[src/rtl/fp_pkg.sv]
// fp_pkg: shared floating-point definitions for the pipelined adder.
// Holds the default FP16 field widths and bias, the canonical NaN/Inf encodings,
// the unpacked-operand struct and the unpack helper used by float_add_pipe.
// The struct is sized for formats up to FP64 so one type serves every width
// parameterisation; callers slice out the bits their format actually uses.
package fp_pkg;

    localparam int FP_EXP_W   = 5;
    localparam int FP_MAN_W   = 10;
    localparam int FP_BIAS    = (1 << (FP_EXP_W - 1)) - 1;
    localparam int FP_EXP_MAX = 11;
    localparam int FP_MAN_MAX = 52;

    localparam logic [FP_EXP_W+FP_MAN_W:0] FP_QNAN = {1'b0, {FP_EXP_W{1'b1}}, 1'b1, {(FP_MAN_W-1){1'b0}}};
    localparam logic [FP_EXP_W+FP_MAN_W:0] FP_INF  = {1'b0, {FP_EXP_W{1'b1}}, {FP_MAN_W{1'b0}}};

    typedef struct packed {
        logic                  sign;
        logic [FP_EXP_MAX-1:0] exp;
        logic [FP_MAN_MAX-1:0] man;
        logic                  is_zero;
        logic                  is_inf;
        logic                  is_nan;
    } fp_unp_t;

    // Subnormals (exp = 0) come out as signed zero with a cleared mantissa.
    function automatic fp_unp_t fp_unpack(input logic [63:0] w, input int ew, input int mw);
        logic [63:0] emask;
        logic [63:0] e;
        logic [63:0] m;
        fp_unp_t     u;
        emask     = (64'd1 << ew) - 64'd1;
        e         = (w >> mw) & emask;
        m         = w & ((64'd1 << mw) - 64'd1);
        u.sign    = w[ew+mw];
        u.is_zero = (e == 64'd0);
        u.is_inf  = (e == emask) && (m == 64'd0);
        u.is_nan  = (e == emask) && (m != 64'd0);
        u.exp     = e[FP_EXP_MAX-1:0];
        u.man     = u.is_zero ? '0 : m[FP_MAN_MAX-1:0];
        return u;
    endfunction

endpackage

[src/rtl/float_add_pipe_lzc.sv]
// fp_lzc: parametrised leading-zero counter.
// Ports: i_d data word; o_cnt number of leading zeros (W when i_d is zero).
module fp_lzc #(
    parameter int W = 16
) (
    input  logic [W-1:0]           i_d,
    output logic [$clog2(W+1)-1:0] o_cnt
);

    localparam int CW = $clog2(W + 1);

    // Scanning upward lets the highest set bit have the final say.
    always_comb begin
        o_cnt = CW'(W);
        for (int i = 0; i < W; i++)
            if (i_d[i]) o_cnt = CW'(W - 1 - i);
    end

endmodule

[src/rtl/float_add_pipe.sv]
// float_add_pipe: three-stage pipelined floating-point adder/subtractor.
// Ports: clk, rst (synchronous, active-high); i_in_valid/o_in_ready operand handshake;
// i_a, i_b operands {sign, exp, man}; i_sub selects a - b; o_out_valid/i_out_ready result
// handshake; o_sum result; o_ovf overflow to infinity; o_nan NaN result.
// Build option FLOAT_ADD_RNE_EN: round-to-nearest-even; otherwise results truncate toward zero.
module float_add_pipe
    import fp_pkg::*;
#(
    parameter int EXP_W = FP_EXP_W,
    parameter int MAN_W = FP_MAN_W
) (
    input  logic                   clk,
    input  logic                   rst,
    input  logic                   i_in_valid,
    output logic                   o_in_ready,
    input  logic [EXP_W+MAN_W:0]   i_a,
    input  logic [EXP_W+MAN_W:0]   i_b,
    input  logic                   i_sub,
    output logic                   o_out_valid,
    input  logic                   i_out_ready,
    output logic [EXP_W+MAN_W:0]   o_sum,
    output logic                   o_ovf,
    output logic                   o_nan
);

    localparam int W  = 1 + EXP_W + MAN_W;
    localparam int XW = MAN_W + 4;
    localparam int SW = XW + 1;
    localparam int LW = $clog2(SW + 1);
    localparam logic [EXP_W-1:0] EMAX = '1;
    localparam logic [W-1:0]     QNAN = {1'b0, EMAX, 1'b1, {(MAN_W-1){1'b0}}};

    logic             r1_v, r1_s, r1_sub, r1_nan, r1_inf, r1_inf_s;
    logic [EXP_W-1:0] r1_e;
    logic [XW-1:0]    r1_bx, r1_sx;
    logic             r2_v, r2_s, r2_nan, r2_inf, r2_inf_s;
    logic [EXP_W-1:0] r2_e;
    logic [SW-1:0]    r2_m;
    logic             r_out_valid, r_ovf, r_nan;
    logic [W-1:0]     r_sum;

    logic             w_en;
    fp_unp_t          w_ua, w_ub;
    logic             w_sb, w_swap, w_big_s, w_s1_nan, w_s1_inf, w_inf_s;
    logic [EXP_W-1:0] w_ea, w_eb, w_big_e, w_diff;
    logic [XW-1:0]    w_xa, w_xb, w_big_x, w_small_x, w_al;
    logic [2*XW-1:0]  w_sh;
    logic [SW-1:0]    w_m, w_t;
    logic [LW-1:0]    w_lz;
    logic [XW-1:0]    w_n;
    logic [EXP_W+1:0] w_e_new, w_e_fin;
    logic [MAN_W-1:0] w_man;
    logic             w_uf, w_of, w_ovf, w_nan;
    logic [W-1:0]     w_res;
    logic             w_unused;

    // One enable for every stage: the pipe only advances when the output slot frees up.
    assign w_en        = !r_out_valid | i_out_ready;
    assign o_in_ready  = w_en;
    assign o_out_valid = r_out_valid;
    assign o_sum       = r_sum;
    assign o_ovf       = r_ovf;
    assign o_nan       = r_nan;

    // S1: order by magnitude, then shift the smaller significand into guard/round/sticky.
    always_comb begin
        w_ua      = fp_unpack(64'(i_a), EXP_W, MAN_W);
        w_ub      = fp_unpack(64'(i_b), EXP_W, MAN_W);
        w_sb      = w_ub.sign ^ i_sub;
        w_ea      = w_ua.exp[EXP_W-1:0];
        w_eb      = w_ub.exp[EXP_W-1:0];
        w_xa      = {!w_ua.is_zero, w_ua.man[MAN_W-1:0], 3'b000};
        w_xb      = {!w_ub.is_zero, w_ub.man[MAN_W-1:0], 3'b000};
        w_swap    = {w_eb, w_xb} > {w_ea, w_xa};
        w_big_e   = w_swap ? w_eb : w_ea;
        w_big_s   = w_swap ? w_sb : w_ua.sign;
        w_big_x   = w_swap ? w_xb : w_xa;
        w_small_x = w_swap ? w_xa : w_xb;
        w_diff    = w_swap ? w_eb - w_ea : w_ea - w_eb;
        w_sh      = {w_small_x, {XW{1'b0}}} >> w_diff;
        w_al      = {w_sh[2*XW-1:XW+1], w_sh[XW] | (|w_sh[XW-1:0])};
        w_s1_nan  = w_ua.is_nan | w_ub.is_nan | (w_ua.is_inf & w_ub.is_inf & (w_ua.sign != w_sb));
        w_s1_inf  = w_ua.is_inf | w_ub.is_inf;
        w_inf_s   = w_ua.is_inf ? w_ua.sign : w_sb;
    end

    // S2: the larger magnitude is always the minuend, so the difference never goes negative.
    assign w_m = r1_sub ? ({1'b0, r1_bx} - {1'b0, r1_sx}) : ({1'b0, r1_bx} + {1'b0, r1_sx});

    fp_lzc #(.W(SW)) u_lzc (
        .i_d   (r2_m),
        .o_cnt (w_lz)
    );

    // S3: shifting by the full count puts the leading one at the carry position, so the
    // carry-out and cancellation cases share one path (drop one bit into sticky).
    always_comb begin
        w_t     = r2_m << w_lz;
        w_n     = {w_t[SW-1:2], w_t[1] | w_t[0]};
        w_e_new = {2'b00, r2_e} + (EXP_W+2)'(1) - (EXP_W+2)'(w_lz);
`ifdef FLOAT_ADD_RNE_EN
        begin
            logic             w_inc;
            logic [MAN_W+1:0] w_rnd;
            w_inc   = w_n[2] & (w_n[1] | w_n[0] | w_n[3]);
            w_rnd   = {1'b0, w_n[XW-1:3]} + (MAN_W+2)'(w_inc);
            w_man   = w_rnd[MAN_W-1:0];
            w_e_fin = w_e_new + (EXP_W+2)'(w_rnd[MAN_W+1]);
        end
`else
        w_man   = w_n[MAN_W+2:3];
        w_e_fin = w_e_new;
`endif
        w_uf  = w_e_new[EXP_W+1] | (w_e_new == '0) | (r2_m == '0);
        w_of  = !w_uf & (w_e_fin >= {2'b00, EMAX});
        w_nan = r2_nan;
        w_ovf = !r2_nan & !r2_inf & w_of;
        w_res = r2_nan ? QNAN :
                r2_inf ? {r2_inf_s, EMAX, {MAN_W{1'b0}}} :
                w_uf   ? '0 :
                w_of   ? {r2_s, EMAX, {MAN_W{1'b0}}} :
                         {r2_s, w_e_fin[EXP_W-1:0], w_man};
    end

    assign w_unused = ^{w_ua, w_ub, w_n};

    always_ff @(posedge clk) begin
        if (rst) begin
            r1_v        <= 1'b0;
            r2_v        <= 1'b0;
            r_out_valid <= 1'b0;
            r_sum       <= '0;
            r_ovf       <= 1'b0;
            r_nan       <= 1'b0;
        end else if (w_en) begin
            r1_v        <= i_in_valid;
            r1_s        <= w_big_s;
            r1_sub      <= w_ua.sign != w_sb;
            r1_e        <= w_big_e;
            r1_bx       <= w_big_x;
            r1_sx       <= w_al;
            r1_nan      <= w_s1_nan;
            r1_inf      <= w_s1_inf;
            r1_inf_s    <= w_inf_s;
            r2_v        <= r1_v;
            r2_s        <= r1_s;
            r2_e        <= r1_e;
            r2_m        <= w_m;
            r2_nan      <= r1_nan;
            r2_inf      <= r1_inf;
            r2_inf_s    <= r1_inf_s;
            r_out_valid <= r2_v;
            r_sum       <= w_res;
            r_ovf       <= w_ovf;
            r_nan       <= w_nan;
        end
    end

endmodule
[config.mk]
export PLATFORM = sky130hd
export DESIGN_NAME = float_add_pipe
export DESIGN_NICKNAME = d
export VERILOG_FILES = /design/src/rtl/fp_pkg.sv /design/src/rtl/float_add_pipe_lzc.sv /design/src/rtl/float_add_pipe.sv
export SDC_FILE = /design/constraint.sdc
export NUM_CORES = 1
export LEC_CHECK = 0
export ABC_AREA = 0
export CORE_MARGIN = 5
export CORE_UTILIZATION = 50
export CTS_CLUSTER_DIAMETER = 200
export DETAILED_ROUTE_END_ITERATION = 7
export PLACE_DENSITY = 0.72
export SLEW_MARGIN = 20
export SYNTH_ARGS = -nofsm -noshare
export SYNTH_HDL_FRONTEND = slang
export SYNTH_SLANG_ARGS = --single-unit
[constraint.sdc]
create_clock -name clk -period 6 [get_ports clk]
set_input_delay 0.9 -clock clk [delete_from_list [all_inputs] [get_ports clk]]
set_output_delay 0.9 -clock clk [all_outputs]
set_load 0.1 [all_outputs]
==> results of run 1 <==
## layout by cell type, fill, tap and decap left out, types with 5 or more instances in the layout
cell type,n
and2_1,12
mux4_2,5
clkdlybuf4s50_1,56
o21bai_1,5
nand3_1,20
nor3_1,30
a211oi_1,11
nand2b_1,6
clkbuf_16,9
a31oi_1,9
a21oi_1,62
dfxtp_1,21
mux2i_1,30
or3_1,7
nor4_1,7
nor2_1,94
buf_4,10
a21o_1,9
o211ai_1,6
nand2_1,73
inv_1,49
mux2_2,9
edfxtp_1,59
nor2b_1,6
nand4_1,6
o21ai_0,58
xnor2_1,19
ha_1,43
## cells in the mapped netlist, drive strengths merged, types with 4 or more instances
cell type / n
a21boi: 4
o21bai: 5
and2: 12
nor4: 8
mux2i: 31
a21o: 9
dfxtp: 21
mux4: 5
nand2b: 6
nor2: 95
nor4b: 4
or4: 4
mux2: 9
a2111oi: 4
nand4: 8
edfxtp: 59
nand2: 73
or3: 7
a221oi: 4
a211oi: 11
nand3: 20
xnor2: 21
clkbuf: 23
nor3: 30
xor2: 5
nor2b: 6
a31oi: 11
o21ai: 62
o211ai: 6
buf: 10
o21a: 4
a21oi: 63
o22ai: 4
ha: 43
inv: 52
## registers in the layout, indices dropped and copies added (netlist names)
| name | flops |
|---|---|
| r1_e | 5 |
| r1_inf_s | 1 |
| r1_sx | 14 |
| r2_m | 15 |
| o_nan | 1 |
| r1_s | 1 |
| r2_inf_s | 1 |
| r1_inf | 1 |
| r2_nan | 1 |
| r2_e | 5 |
| r1_v | 1 |
| o_out_valid | 1 |
| r2_s | 1 |
| r1_sub | 1 |
| o_ovf | 1 |
| r2_inf | 1 |
| r1_nan | 1 |
| o_sum | 16 |
| r2_v | 1 |
| r1_bx | 11 |
## power by group
group          internal (mW)  switching [mW]
clock                  0.285           0.221
sequential             0.704          0.0936
combinational          0.419           0.660
total                   1.41           0.974
## critical path, delay by kind of cell
kind | cells | cell delay (ns)
and+or+nand+nor | 6 | 1.09
AOI/OAI and AO/OA | 5 | 1.30
buffers and inverters | 4 | 1.22
adders and majority gates | 1 | 0.33
muxes | 3 | 0.57
## through the flow
step / utilization, % / area (um^2) / hold WS, ns / worst slack [ns] / total power, mW
2_1_floorplan: - / 6650 / 0.400 / 1.30 / 1.60
3_3_place_gp: 56.1 / 7370 / 0.404 / 0.558 / 1.84
3_5_place_dp: 56.1 / 7370 / 0.405 / 0.423 / 1.86
4_1_cts: 58.3 / 7650 / 0.420 / 0.736 / 2.38
5_1_grt: 58.3 / 7650 / 0.430 / 0.196 / 2.53
6_report: 58.3 / 7650 / 0.419 / 0.658 / 2.38
## kinds of logic after synthesis
| logic type | synth area share (%) |
|---|---|
| AND/OR/NAND/NOR | 20.4 |
| AO/OA/AOI/OAI | 20.5 |
| buffers and inverters | 5.31 |
| flip-flops | 33.0 |
| adder cells (fa/ha/maj) | 9.00 |
| multiplexers | 7.95 |
| XOR/XNOR | 3.88 |
## metal layers
layer,global-route usage [%],vias up
met1,26.6,2873
met5,0,-
li1,-,2952
met3,3.11,51
met4,12.0,0
met2,39.3,238
## worst max path at each step
stage                     startpoint  endpoint  slack (ns)  cells after the start
after floorplan              r2_m[1]  o_sum[2]        1.30                     26
after global placement       i_b[11]  r1_sx[0]        0.56                     17
after detailed placement     i_b[10]  r1_sx[0]        0.42                     19
after CTS                    r2_m[1]  o_sum[2]        0.74                     23
after global routing         r2_m[1]  o_sum[2]        0.20                     23
final                        i_b[11]  r1_sx[0]        0.66                     19
## cell type report
| cell class | instances | area share, % |
|---|---|---|
| clock buffers | 9 | 2.94 |
| clock inverters | 7 | 0.719 |
| inverters | 53 | 2.60 |
| multi-input cells | 617 | 53.7 |
| flip-flops and latches | 80 | 28.6 |
| well taps | 176 | 2.88 |
| repair buffers | 67 | 8.56 |
==> metrics.txt, run 1 <==
# TYPE chip_impl_metric gauge
chip_impl_metric{name="slew-limit-headroom",unit="%"} 34.5
chip_impl_info{name="rsz0062_at_grt",value="no"} 1
chip_impl_metric{name="fp.dieArea",unit="um^2"} 15700
chip_impl_info{name="cp-end-kind",value="register"} 1
chip_impl_metric{name="port_buf_inserts",unit=""} 56
chip_impl_info{name="cts-root-buf",value="clkbuf_16"} 1
chip_impl_metric{name="met3_routed_wl",unit="um"} 872
chip_impl_metric{name="wire_length_of_the_first_global_routing_pass",unit="mm"} 29.0
chip_impl_info{name="ys_top_cells_by_area",value="edfxtp_1, ha_1, dfxtp_1, nor2_1, a21oi_1"} 1
chip_impl_info{name="cts_tree",value="built"} 1
chip_impl_metric{name="worst_clock_skew",unit="ns"} 0.00821
chip_impl_metric{name="tritoncts.num_buffers",unit=""} 9
chip_impl_metric{name="async_set_reset_flop_share_out_of_synthesis",unit="%"} 0
chip_impl_metric{name="viasPerCell",unit=""} 6.06
chip_impl_metric{name="ys_seq_area_share",unit="%"} 33.0
chip_impl_metric{name="detail_route.iter0.violations",unit=""} 644
chip_impl_info{name="reg2reg_from",value="r2_m[1]"} 1
chip_impl_metric{name="cts_buffer_depth",unit=""} 2
chip_impl_metric{name="post-cts-setup-buffer-count",unit=""} 0
chip_impl_metric{name="worstPathRequired",unit="ns"} 6.07
chip_impl_metric{name="antenna_cells_inserted",unit=""} 0
chip_impl_info{name="hp-start",value="r1_s"} 1
chip_impl_metric{name="number_of_remaining_drc_errors",unit=""} 0
chip_impl_metric{name="globalRouteTotalUtil",unit="%"} 22.4
chip_impl_metric{name="setup_violations_final",unit=""} 0
chip_impl_metric{name="layout-drive-gt1-share",unit="%"} 7.92
chip_impl_metric{name="yosysUniqueCellTypes",unit=""} 77
chip_impl_info{name="top_layer",value="met4"} 1
chip_impl_metric{name="timing.critical_path.slowest_cell_delay",unit="ns"} 0.52
chip_impl_metric{name="initial_core_util",unit="%"} 50.6
chip_impl_metric{name="layout.area.seq",unit="um^2"} 2190
chip_impl_metric{name="detail_route.wirelength",unit="mm"} 17.8
chip_impl_metric{name="route.antenna.remaining_nets",unit=""} 0
chip_impl_metric{name="area_growth_syn_to_layout",unit="%"} 15.2
chip_impl_info{name="hp-class",value="reg -> reg"} 1
chip_impl_metric{name="synth-edff-count",unit=""} 59
chip_impl_metric{name="final-max-slew-violation-count",unit=""} 0
chip_impl_metric{name="post_layout_nonfiller_instances",unit=""} 1009
chip_impl_metric{name="report.final.hold_viol_count",unit=""} 0
chip_impl_info{name="ordered_cell_list_for_the_critical_path",value="clkdlybuf4s50_1 > nor3_1 > and2_1 > inv_1 > and2_1 > ha_1 > nand4_1 > nor4_2 > a21bo_2 > a31oi_4 > buf_12 > buf_4 > mux2i_1 > mux2i_1 > mux2i_1 > o21ai_0 > nand4_1 > a21oi_1 > o211ai_1"} 1
chip_impl_metric{name="final.setup.tns",unit="ns"} 0
chip_impl_metric{name="actual_slew_at_the_worst_max_slew_pin",unit="ns"} 0.979
chip_impl_metric{name="cts.htree.levels",unit=""} 3
chip_impl_metric{name="peakVddDrop",unit="mV"} 0.155
chip_impl_info{name="crit_type",value="in -> reg"} 1
chip_impl_info{name="netlist.top_cell.by_area",value="edfxtp_1"} 1
chip_impl_metric{name="core_area",unit="um^2"} 13100
chip_impl_metric{name="reg2reg_depth",unit=""} 23
chip_impl_metric{name="cts_sinks",unit=""} 80
chip_impl_metric{name="critical_path_fanout_max",unit=""} 42
chip_impl_metric{name="netlist.area_leader.share",unit="%"} 26.7
chip_impl_metric{name="syn_nets",unit=""} 866
chip_impl_info{name="worstSetupStartpointType",value="primary input"} 1
chip_impl_metric{name="io-pin-count",unit=""} 57
chip_impl_metric{name="min_period_over_period",unit="%"} 89.0
chip_impl_metric{name="hpwl",unit="mm"} 14.0
chip_impl_metric{name="syn_area_per_cell",unit="um^2"} 8.49
chip_impl_metric{name="nNetsFinal",unit=""} 911
chip_impl_metric{name="area_of_the_multi_input_gates",unit="um^2"} 4110
chip_impl_metric{name="cap_viol_max_count",unit=""} 0
chip_impl_metric{name="syn_area",unit="um^2"} 6650
chip_impl_metric{name="finalWeightedCongestion",unit=""} 0.959
chip_impl_metric{name="std_cell_rows",unit=""} 42
chip_impl_info{name="critical-path-top-cell-by-count",value="mux2i_1"} 1
chip_impl_metric{name="gates_resized_cts_repair",unit=""} 0
chip_impl_metric{name="worst-endpoint-arrival",unit="ns"} 5.41
chip_impl_info{name="run_status",value="finished clean"} 1
chip_impl_metric{name="clk_latency",unit="ns"} 0.33
chip_impl_metric{name="wl_per_cell",unit="um"} 17.7
chip_impl_info{name="rr_endpoint",value="o_sum[2]"} 1
chip_impl_metric{name="cts_hold_buffers",unit=""} 0
chip_impl_metric{name="leakagePower",unit="nW"} 3.01
chip_impl_info{name="slowest_cell_on_the_critical_path",value="clkdlybuf4s50_1"} 1
chip_impl_metric{name="fin_crit",unit="ns"} 5.34
chip_impl_metric{name="n_fill_cell",unit=""} 1171
chip_impl_metric{name="dieWidth",unit="um"} 125
chip_impl_metric{name="number_of_global_route_vias_before_repair",unit=""} 5959
chip_impl_metric{name="dpl.cell_count",unit=""} 993
chip_impl_metric{name="via_count",unit=""} 6114
chip_impl_metric{name="min_delay_path_depth",unit=""} 0
chip_impl_metric{name="global_route_total_overflow",unit=""} 0
chip_impl_metric{name="netlist_instances",unit=""} 783
chip_impl_info{name="synthFlopType",value="edfxtp_1"} 1
chip_impl_metric{name="pin_count_of_the_biggest_net_entering_global_routing",unit=""} 43
chip_impl_metric{name="yosysWarningCount",unit=""} 0
chip_impl_metric{name="initial_antenna_violation_count",unit=""} 0
chip_impl_metric{name="fmax",unit="MHz"} 187
chip_impl_info{name="worstHoldEndpoint",value="r2_s"} 1
chip_impl_metric{name="drtPass1Iterations",unit=""} 5
chip_impl_metric{name="clkSlewWorstSetupHoldPaths",unit="ns"} 0.06
chip_impl_metric{name="dieHeight",unit="um"} 125
chip_impl_metric{name="reg2reg_slack",unit="ns"} 0.73
chip_impl_metric{name="power.density_cell_area",unit="nW/um^2"} 311
chip_impl_metric{name="wl_met2",unit="mm"} 8.93
chip_impl_metric{name="wl_met1",unit="mm"} 7.26
chip_impl_metric{name="postSynthRegisterBits",unit=""} 80
(Power assumes the default switching activity.)
==> run 2: changes to the inputs <==
--- a/config.mk
+++ b/config.mk
@@ -10,7 +10,7 @@
 export CORE_UTILIZATION = 50
 export CTS_CLUSTER_DIAMETER = 200
 export DETAILED_ROUTE_END_ITERATION = 7
-export PLACE_DENSITY = 0.72
+export PLACE_DENSITY_LB_ADDON = 0.3
 export SLEW_MARGIN = 20
 export SYNTH_ARGS = -nofsm -noshare
 export SYNTH_HDL_FRONTEND = slang
==> constraint.sdc (replaced) <==
create_clock -name clk -period 5.7 [get_ports clk]
set_input_delay 0.855 -clock clk [delete_from_list [all_inputs] [get_ports clk]]
set_output_delay 0.855 -clock clk [all_outputs]
set_load 0.1 [all_outputs]
==> run 2 against run 1 <==
Net effect: routed wire length is 0.90% lower; sequential power grew 5.3%; critical endpoint unchanged; power rose by 6.6%.
==> metrics.txt, run 2 (same netlist as run 1, synthesis figures left out) <==
# TYPE chip_impl_metric gauge
chip_impl_metric{name="post-cts-setup-buffer-count",unit=""} 0
chip_impl_metric{name="clkSlewWorstSetupHoldPaths",unit="ns"} 0.05
chip_impl_info{name="ordered_cell_list_for_the_critical_path",value="clkdlybuf4s50_1 > nor3_1 > and2_1 > inv_1 > and2_1 > ha_1 > a21oi_1 > nor3_1 > nor4_1 > a31oi_4 > buf_12 > buf_4 > mux2i_1 > o2bb2ai_1 > nand4_2 > a21oi_2 > a31oi_1 > o21ai_0 > o211ai_1"} 1
chip_impl_metric{name="hpwl",unit="mm"} 14.0
chip_impl_metric{name="detail_route.iter0.violations",unit=""} 512
chip_impl_metric{name="gates_resized_cts_repair",unit=""} 0
chip_impl_metric{name="cap_viol_max_count",unit=""} 0
chip_impl_metric{name="worst-endpoint-arrival",unit="ns"} 5.19
chip_impl_metric{name="reg2reg_slack",unit="ns"} 0.65
chip_impl_metric{name="initial_antenna_violation_count",unit=""} 0
chip_impl_info{name="cts-root-buf",value="clkbuf_16"} 1
chip_impl_metric{name="initial_core_util",unit="%"} 50.6
chip_impl_metric{name="pin_count_of_the_biggest_net_entering_global_routing",unit=""} 60
chip_impl_metric{name="largest_register_ffs",unit=""} 16
chip_impl_info{name="crit_type",value="in -> reg"} 1
chip_impl_metric{name="globalRouteTotalUtil",unit="%"} 22.2
chip_impl_metric{name="cts_buffer_depth",unit=""} 2
chip_impl_metric{name="final-max-slew-violation-count",unit=""} 0
chip_impl_metric{name="io-pin-count",unit=""} 57
chip_impl_metric{name="number_of_global_route_vias_before_repair",unit=""} 5960
chip_impl_metric{name="fin_crit",unit="ns"} 5.12
chip_impl_info{name="cp-end-kind",value="register"} 1
chip_impl_metric{name="timing.critical_path.slowest_cell_delay",unit="ns"} 0.51
chip_impl_metric{name="dpl.cell_count",unit=""} 999
chip_impl_info{name="worstSetupStartpointType",value="primary input"} 1
chip_impl_info{name="slowest_cell_on_the_critical_path",value="clkdlybuf4s50_1"} 1
chip_impl_metric{name="final.setup.tns",unit="ns"} 0
chip_impl_metric{name="report.final.hold_viol_count",unit=""} 0
chip_impl_metric{name="layout.area.seq",unit="um^2"} 2190
chip_impl_metric{name="global_route_total_overflow",unit=""} 0
chip_impl_info{name="hp-class",value="reg -> reg"} 1
chip_impl_metric{name="wl_per_cell",unit="um"} 17.4
chip_impl_metric{name="number_of_remaining_drc_errors",unit=""} 0
chip_impl_metric{name="dieHeight",unit="um"} 125
chip_impl_metric{name="detail_route.wirelength",unit="mm"} 17.7
chip_impl_metric{name="dieWidth",unit="um"} 125
chip_impl_metric{name="drtPass1Iterations",unit=""} 5
chip_impl_metric{name="setup_violations_final",unit=""} 0
chip_impl_metric{name="slew-limit-headroom",unit="%"} 34.0
chip_impl_metric{name="clk_latency",unit="ns"} 0.34
chip_impl_metric{name="via_count",unit=""} 6028
chip_impl_metric{name="n_fill_cell",unit=""} 1177
chip_impl_metric{name="antenna_cells_inserted",unit=""} 0
chip_impl_metric{name="nNetsFinal",unit=""} 917
chip_impl_metric{name="timing.final.ws_setup",unit="ns"} 0.583
chip_impl_metric{name="std_cell_rows",unit=""} 42
chip_impl_metric{name="route.antenna.remaining_nets",unit=""} 0
chip_impl_info{name="cts_tree",value="built"} 1
chip_impl_metric{name="actual_slew_at_the_worst_max_slew_pin",unit="ns"} 0.988
chip_impl_metric{name="cts_sinks",unit=""} 80
chip_impl_metric{name="area_growth_syn_to_layout",unit="%"} 16.1
chip_impl_metric{name="port_buf_inserts",unit=""} 56
chip_impl_metric{name="worst_clock_skew",unit="ns"} 0.0108
chip_impl_metric{name="critical_path_fanout_max",unit=""} 24
chip_impl_metric{name="worstPathRequired",unit="ns"} 5.77
chip_impl_metric{name="area_of_the_multi_input_gates",unit="um^2"} 4110
chip_impl_metric{name="final_cell_area",unit="um^2"} 7720
chip_impl_metric{name="fp.dieArea",unit="um^2"} 15700
chip_impl_metric{name="fmax",unit="MHz"} 195
chip_impl_metric{name="cts.htree.levels",unit=""} 3
chip_impl_metric{name="leakagePower",unit="nW"} 3.05
chip_impl_metric{name="post_layout_nonfiller_instances",unit=""} 1015
chip_impl_info{name="layout.cells.most_common_list",value="nor2_1, nand2_1, a21oi_1"} 1
chip_impl_metric{name="wire_length_of_the_first_global_routing_pass",unit="mm"} 28.8
chip_impl_metric{name="tritoncts.num_buffers",unit=""} 9
chip_impl_info{name="run_status",value="finished clean"} 1
chip_impl_metric{name="min_period_over_period",unit="%"} 89.8
chip_impl_metric{name="power.density_cell_area",unit="nW/um^2"} 329
chip_impl_metric{name="dpl-instance-area",unit="um^2"} 7420
chip_impl_metric{name="pre_cts_slack",unit="ns"} 0.302
chip_impl_metric{name="layout-drive-gt1-share",unit="%"} 8.58
chip_impl_info{name="rsz0062_at_grt",value="no"} 1
chip_impl_metric{name="peakVddDrop",unit="mV"} 0.151
chip_impl_metric{name="viasPerCell",unit=""} 5.94
chip_impl_info{name="most_common_library_cell_in_the_layout_ignoring_fill_and_taps",value="nor2_1"} 1
chip_impl_metric{name="core_area",unit="um^2"} 13100
chip_impl_metric{name="hold_slack",unit="ns"} 0.420
chip_impl_metric{name="cts_hold_buffers",unit=""} 0
chip_impl_metric{name="finalWeightedCongestion",unit=""} 0.901
-- run 2: cell count changes in the layout (fill, tap and decap cells not counted), sizes merged --
| cell | previous run | this run |
|---|---|---|
| clkbuf | 9 | 13 |
| clkinv | 4 | 0 |
| buf | 11 | 17 |
-- run 2: routing by layer --
layer  wire, um  part of all wire, %  up-vias  global-route usage (%)
met5          0                    0        -                       0
met4        906                  5.1        0                    12.6
met3        814                  4.6       60                    2.86
met2       8880                   50      218                    39.6
met1       7070                   40     2787                    25.7
li1           -                    -     2963                       -
-- run 2: cell type report --
| cell class | count | area share (%) |
|---|---|---|
| multi-input cells | 617 | 53.2 |
| flip-flops and latches | 80 | 28.4 |
| well taps | 176 | 2.85 |
| inverters | 53 | 2.58 |
| clock inverters | 3 | 0.292 |
| clock buffers | 13 | 3.57 |
| repair buffers | 73 | 9.08 |
-- run 2: where the power goes --
part           internal (mW)  switching, mW  total, mW  leakage, nW
Combinational          0.452          0.690       1.14         2.15
Sequential             0.741         0.0979      0.839        0.753
Clock                  0.340          0.216      0.556        0.145
-- run 2: worst max-delay path, delay by kind of cell --
family | cells | cell delay (ns)
AO/OA/AOI/OAI | 7 | 1.46
adder cells (fa/ha/maj) | 1 | 0.31
buffers and inverters | 4 | 1.12
multiplexers | 1 | 0.13
AND/OR/NAND/NOR | 6 | 1.31
-- run 2: metrics by stage --
stage | power, mW | utilization [%]
2_1_floorplan | 1.68 | -
3_3_place_gp | 1.95 | 56.5
3_5_place_dp | 1.98 | 56.5
4_1_cts | 2.54 | 58.7
5_1_grt | 2.69 | 58.7
6_report | 2.54 | 58.7
-- run 2: worst paths after layout --
kind,from,to,cells after the start
worst min-delay path,r1_inf,r2_inf,0
worst max-delay path,i_b[11],r1_sx[0],19
worst min register to register,r1_inf,r2_inf,0
worst max register to register,r2_m[1],o_sum[2],23
